`src/rtl/uart_pkt_framer.sv`:
```
// uart_pkt_framer: buffers one payload frame, then sends SOF0 SOF1 LEN payload CHK over a byte handshake
module uart_pkt_framer #(
    parameter int unsigned MAX_LEN = 64,
    parameter logic [7:0]  SOF0    = 8'hAA,
    parameter logic [7:0]  SOF1    = 8'h55
) (
    input  logic       clk,
    input  logic       rst_n,
    input  logic [7:0] in_data,
    input  logic       in_vld,
    input  logic       in_last,
    output logic       in_rdy,
    output logic [7:0] tx_data,
    output logic       tx_vld,
    input  logic       tx_rdy,
    output logic       busy,
    output logic       frm_done,
    output logic       trunc
);
    localparam logic [2:0] COLLECT = 3'd0;
    localparam logic [2:0] HDR0    = 3'd1;
    localparam logic [2:0] HDR1    = 3'd2;
    localparam logic [2:0] LENB    = 3'd3;
    localparam logic [2:0] PAY     = 3'd4;
    localparam logic [2:0] CHKB    = 3'd5;
    localparam int AW = MAX_LEN > 1 ? $clog2(MAX_LEN) : 1;

    logic [2:0] state;
    logic [7:0] wr_cnt, rd_idx, chk;
    logic [7:0] mem [2**AW];
    logic [7:0] wr_nxt, rd_nxt;
    logic       in_acc, close, xfer;

    always_comb begin
        wr_nxt = wr_cnt + 8'd1;
        rd_nxt = rd_idx + 8'd1;
        in_acc = in_vld & in_rdy;
        close  = in_last | (wr_nxt == 8'(MAX_LEN));
        xfer   = tx_vld & tx_rdy;
        busy   = state != COLLECT;
    end

    always_ff @(posedge clk)
        if (in_acc)
            mem[wr_cnt[AW-1:0]] <= in_data;

    always_ff @(posedge clk or negedge rst_n) begin
        if (!rst_n) begin
            state    <= COLLECT;
            in_rdy   <= 1'b0;
            tx_vld   <= 1'b0;
            tx_data  <= 8'h00;
            wr_cnt   <= 8'h00;
            rd_idx   <= 8'h00;
            chk      <= 8'h00;
            frm_done <= 1'b0;
            trunc    <= 1'b0;
        end else begin
            frm_done <= 1'b0;
            trunc    <= 1'b0;
            case (state)
                COLLECT: begin
                    in_rdy <= ~(in_acc & close);
                    if (in_acc) begin
                        wr_cnt <= wr_nxt;
                        chk    <= close ? chk + in_data + wr_nxt : chk + in_data;
                    end
                    if (in_acc & close) begin
                        state <= HDR0;
                        trunc <= ~in_last;
                    end
                end
                // one idle cycle after close, then SOF0 is presented
                HDR0:
                    if (!tx_vld) begin
                        tx_vld  <= 1'b1;
                        tx_data <= SOF0;
                    end else if (tx_rdy) begin
                        tx_data <= SOF1;
                        state   <= HDR1;
                    end
                HDR1:
                    if (xfer) begin
                        tx_data <= wr_cnt;
                        state   <= LENB;
                    end
                LENB:
                    if (xfer) begin
                        tx_data <= mem[{AW{1'b0}}];
                        rd_idx  <= 8'h00;
                        state   <= PAY;
                    end
                PAY:
                    if (xfer) begin
                        if (rd_idx == wr_cnt - 8'd1) begin
                            tx_data <= chk;
                            state   <= CHKB;
                        end else begin
                            tx_data <= mem[rd_nxt[AW-1:0]];
                            rd_idx  <= rd_nxt;
                        end
                    end
                CHKB:
                    if (xfer) begin
                        tx_vld   <= 1'b0;
                        in_rdy   <= 1'b1;
                        wr_cnt   <= 8'h00;
                        chk      <= 8'h00;
                        frm_done <= 1'b1;
                        state    <= COLLECT;
                    end
                default: state <= COLLECT;
            endcase
        end
    end
endmodule

```
`config.mk`:
```
export PLATFORM = sky130hd
export DESIGN_NAME = uart_pkt_framer
export DESIGN_NICKNAME = d
export VERILOG_FILES = /design/src/rtl/uart_pkt_framer.sv
export SDC_FILE = /design/constraint.sdc
export NUM_CORES = 1
export LEC_CHECK = 0
export BUFFER_PORTS_ARGS = -buffer_cell sky130_fd_sc_hd__buf_4
export CAP_MARGIN = 20
export CORE_UTILIZATION = 49
export CTS_CLUSTER_DIAMETER = 80
export DETAILED_ROUTE_END_ITERATION = 12
export HOLD_SLACK_MARGIN = 0.12
export PLACE_DENSITY_LB_ADDON = 0.3
export SLEW_MARGIN = 10
export SYNTH_ARGS = -nofsm -noshare
export SYNTH_HDL_FRONTEND = slang
export SYNTH_SLANG_ARGS = --single-unit
```
`constraint.sdc`:
```
create_clock -name clk -period 3.5 [get_ports clk]
set_clock_uncertainty 0.2 [all_clocks]
set_input_delay 1.05 -clock clk [delete_from_list [all_inputs] [get_ports clk]]
set_output_delay 1.05 -clock clk [all_outputs]
set_load 0.02 [all_outputs]
```
## Word-level counts from Yosys, hierarchy flattened

Memories as Yosys holds them, arrays and structs flattened.
Cells that the tools add are included.

| word-level totals | value |
|---|---|
| memories | 1 |
| output and inout port bits | 13 |
| RAM bits | 512 |
| word-level logic and storage cells | 86 |
| bits of input ports | 13 |
| bits in registers | 39 |

| operators by class | value |
|---|---|
| reduce and logical (&&, ||, !) cells | 12 |
| multiplexer cells | 35 |
| bitwise gates (word level) | 6 |
| eq/ne operators | 18 |
| add/sub/neg operators | 5 |

Memories:

| name | depth | bits a word | rd ports | clocked after Yosys merged registers in | wr ports | RTL line | text |
|---|---|---|---|---|---|---|---|
| mem | 64 | 8 | 2 | 0 | 1 | 30 | `logic [7:0] mem [2**AW];` |

Operators by type and width:

| operator | count |
|---|---|
| 8-bit 2-to-1 mux | 12 |
| 8-bit case mux with 2 select lines | 3 |
| 8-bit case mux with 4 select lines | 1 |
| 3-bit 2-to-1 mux | 8 |
| 2-bit != test, second input constant | 10 |
| 3-bit case mux with 6 select lines | 1 |
| 8-bit by 1-bit adder with 8-bit output, second input constant | 2 |
| 8-bit adder | 2 |
| 8-bit by 7-bit equality test with 1-bit output, second input constant | 1 |
| 8-bit equality test | 1 |
| 1-bit 2-to-1 mux | 8 |
| 8-bit AND reduction | 1 |
| 8-bit by 1-bit subtractor with 8-bit output, second input constant | 1 |
| 3-bit by 2-bit equality test with 1-bit output, second input constant | 2 |
| 3-bit equality test, second input constant | 2 |
| 2-bit nonzero test | 3 |
| 5-bit AND reduction | 1 |
| 1-bit case mux with 2 select lines | 2 |
| 2-bit AND reduction | 2 |
| 4-bit AND reduction | 1 |
| 4-bit nonzero test | 1 |
| 1-bit AND | 3 |
| 3-bit by 1-bit equality test with 1-bit output, second input constant | 1 |
| 3-bit zero test | 1 |
| 5 further kinds | 6 |

## Depth between registers and ports, before layout

| depth | value |
|---|---|
| depth after elaboration | 6 |
| depth in mapped cells | 15 |
| mapped depth without buffers | 15 |

## Worst setup path before layout

Ideal clock, no wire load.

| path | value |
|---|---|
| path kind | input to register |
| from | in in_data[0] |
| to | reg chk[7] |
| path slack | -0.517 ns |
| path buffers | 0 |
| required time | 3.176 ns |
| arrival time | 3.693 ns |
| stages | 15 |
| cells stage by stage | ha_1 -> fa_1 -> a21o_1 -> a21oi_1 -> o21bai_1 -> a21oi_1 -> xnor2_1 -> ha_1 -> or3_1 -> o21ai_0 -> o22a_1 -> o22ai_1 -> xnor2_1 -> nor2_1 -> a211o_1 |

| between the ends | value |
|---|---|
| cells in the longest elaborated chain, start to end | 5 |

Ends and longest elaborated chain:

| element | RTL line | text |
|---|---|---|
| start, declared | 9 | `input logic [7:0] in_data,` |
| 8-bit adder (*) | 66 | `chk <= close ? chk + in_data + wr_nxt : chk + in_data;` |
| 8-bit adder | 66 |  |
| 8-bit 2-to-1 mux (*) | 66 |  |
| 8-bit 2-to-1 mux (*) | 64 | `if (in_acc) begin` |
| 8-bit case mux with 2 select lines (*) | 61 | `case (state)` |
| end signal, assigned | 66 |  |
| end, declared | 29 | `logic [7:0] wr_cnt, rd_idx, chk;` |

Every way passes the cells marked *; elsewhere a longest branch is shown, timed or not. The select of a mux whose other input is x is not followed.
A chain may end at the register's enable or synchronous reset.

## Worst setup path in the final report

Same ends and word-level chain as after synthesis.

==> results.cfg <==
[routing]
drt_iter0_drc = 1314
post_drt_via_cell_ratio = 5.949
ant_nets = 0
via_count = 12760
firstDrtPassIters = 9
drc_errors = 8
routedWlPerCell_um = 24.96
wl_um = 53550

[final_layout]
final_cell_area_mm2 = 0.02689
num_antenna_cells = 0
drive_gt1_share_pct = 27.96
num-nets-final = 1525
layout_commonest_cell = edfxtp_1
syn2layout_area_growth_pct = 15.79
fin_cells = 2145
layout_common_cells = edfxtp_1, buf_4, mux4_2

[clock_network]
cts_tree = yes
cts.clk_slew.worst_paths_ns = 0.07
cts_buffer_depth = 3
cts.sink_count = 551
cts.htree.levels = 2
cts_made_buffers = 55
clock_latency_ns = 0.62
cts_root_buffer = clkbuf_16

[outcome]
violations = design-rule violations, negative setup slack
outcome = finished, violations left

[power_and_ir_drop]
p_sw_uw = 7002
p_int_uw = 14470
finalPower_uw = 21470
leakage_uw = 0.008870
p_clk_share_pct = 27.7
swShare_pct = 32.61
ir_worst_vdd_v = 0.0003895
seqPwrFrac_pct = 36.2
p_per_area_mw_per_mm2 = 798.7
combinationalPowerShare_pct = 36.1

[setup_path]
start_kind = input port
crit_type = input port to register
crit_fanout = 6
crit_top_cell = xnor2_1
arrival_ns = 3.86
cp-end-kind = register
path_cells = buf_12, ha_4, fa_2, a21o_1, a21oi_2, o21bai_1, a21oi_1, xnor2_1, ha_2, nor3_2, o2111a_1, nor4_2, o22ai_1, xnor2_1, nor3b_2, a211o_1
critical_path.max_stage_delay_ns = 0.33
required_ns = 3.80
crit_slowest_cell = fa_2

[place]
placed_cell_area_mm2 = 0.02497
gp_congestion = 0.9308
io_buffers = 25
hpwl_um = 34940
dpl.cell_count = 2035

[synth]
syn_inst = 1335
ys_ff_latch = 551
yosys.area.top_type_share_pct = 66.22
avgSynthCellArea_um2 = 17.39
synth-async-reset-ratio_pct = 7.078
yosysUniqueCellTypes = 72
yosysWarnings = 0
syn-num-nets = 1367
synth_flop_cell = edfxtp_1
synth_edf_count = 512
syn_area_mm2 = 0.02322
synth_area_leaders = edfxtp_1, mux4_2, dfrtp_1
yosys.area.top_type = edfxtp_1
yosysSeqAreaShare_pct = 70.42

[die]
initial_core_util_pct = 49.77
fp.dieArea_mm2 = 0.04826
io_pins = 26
core_area_mm2 = 0.04665
rows = 79
chipWidth_um = 219.7
fp.dieH_um = 219.7

[global_route]
grt_usage_pct = 22.77
antenna_found_initial = 0
grt_pass1_wl_um = 80090
grt_overflow_total = 0
grt_pass1_vias = 12831
grt_max_degree = 65

[timing]
fin_crit_sh_pct = 101.7
maxSlewViolCount = 0
fin_crit_ns = 3.559
layout_setup_ws_ns = -0.05851
hold_violations = 0
tightest_slew_ns = 0.8941
maxSlewHeadroom_pct = 40.17
setup_viol = 1
fmax_ghz = 0.2810
rsz0062_at_grt = yes

[hold_path]
hold_class = input port to asynchronous set/reset pin

[flow_run]
cap_viol_max_count = 0
==> cell families (layout without fill, tap and decap cells) <==
logic type | count (synthesis) | after routing | share of synthesized area (%)
buf+inv | 93 | 296 | 2.021
compound gates | 150 | 150 | 4.554
fa+ha+maj | 19 | 19 | 1.089
xor+xnor | 27 | 27 | 1.051
mux | 162 | 162 | 13.93
flops | 551 | 551 | 70.42
simple gates | 333 | 333 | 6.935
==> metal layers <==
layer  global-route usage, %  routed length (um)
met3                   4.803                3744
met1                   31.78               22800
met4                   9.149                2023
met2                   35.14               24980
met5                       0                   0
==> power groups by stage <==
stage               registers (uW)  logic, uW  clock network, uW
floorplan                     7790       5050                  0
detailed placement            7900       7590                  0
global route                  7790       8360               6260
CTS                           7760       7790               6040
finish                        7770       7760               5950
global placement              7890       7480                  0
==> metrics by stage <==
step	setup WS, ns	hold WS [ns]	TNS [ns]	utilization [%]
finish	-0.05851	0.2127	-0.05851	57.63
global route	-0.1912	0.2368	-0.1912	57.63
CTS	-0.03066	0.2044	-0.03066	57.61
detailed placement	-0.8009	0.3122	-1.819	53.51
global placement	-0.7872	0.2980	-1.723	53.46
floorplan	-0.3639	0.2687	-0.3639	-
==> worst paths after layout <==
kind                       cells past startpoint                      to              startpoint  slack [ns]
max                                           16      chk[7]$_DFFE_PN0P_              in_data[0]       -0.06
min                                            1      chk[4]$_DFFE_PN0P_                   rst_n        0.21
max reg2reg                                   15      chk[7]$_DFFE_PN0P_      chk[0]$_DFFE_PN0P_        0.07
min reg2reg                                    2  tx_data[6]$_DFFE_PN0P_  tx_data[6]$_DFFE_PN0P_        0.34
max in group asynchronous                      1   rd_idx[0]$_DFFE_PN0P_                   rst_n        2.43
min in group clk                               2  tx_data[6]$_DFFE_PN0P_  tx_data[6]$_DFFE_PN0P_        0.34
==> critical path, delay by kind of cell <==
| kind | cells | cell delay, ns |
|---|---|---|
| adders and majority gates | 3 | 0.76 |
| buffers and inverters | 1 | 0.12 |
| AOI/OAI and AO/OA | 7 | 1.10 |
| xor gates and xnor gates | 2 | 0.35 |
| and+or+nand+nor | 3 | 0.46 |
==> sequential cells by signal, indices dropped and copies added, names as in the netlist, 3 cells and up <==
name / flops
state: 3
mem: 512
wr_cnt: 8
tx_data: 8
rd_idx: 8
chk: 8
==> cells in the mapped netlist, types with 10 or more instances <==
cell,count
and3_1,11
buf_2,27
nand2_1,104
buf_4,15
o31ai_1,10
xnor2_1,17
mux4_2,128
clkbuf_1,30
nand3_1,41
mux2i_1,25
nor2_1,95
o21ai_0,13
a31oi_1,11
dfrtp_1,39
a21oi_1,33
inv_1,12
o21ai_1,17
ha_1,17
edfxtp_1,512
==> what timing repair did <==
item / 4_1_cts / 5_1_grt
setup buffers: 9 / 1
hold endpoints to repair: 0 / 0
endpoints found under the setup margin: 1 / 2
gates resized for setup: 3 / 4
hold buffers: 0 / 0
pin swaps: 12 / 11
==> area by class of cell <==
| class | count | area [um^2] |
|---|---|---|
| Tap cell | 607 | 759.5 |
| Clock buffer | 60 | 1416 |
| Timing Repair Buffer | 182 | 1424 |
| Inverter | 12 | 45.04 |
| Multi-Input combinational cell | 691 | 6471 |
| Sequential cell | 551 | 16350 |
| Clock inverter | 42 | 415.4 |
| Fill cell | 3520 | 19770 |
Note: power is estimated with default switching activity, not from simulation.
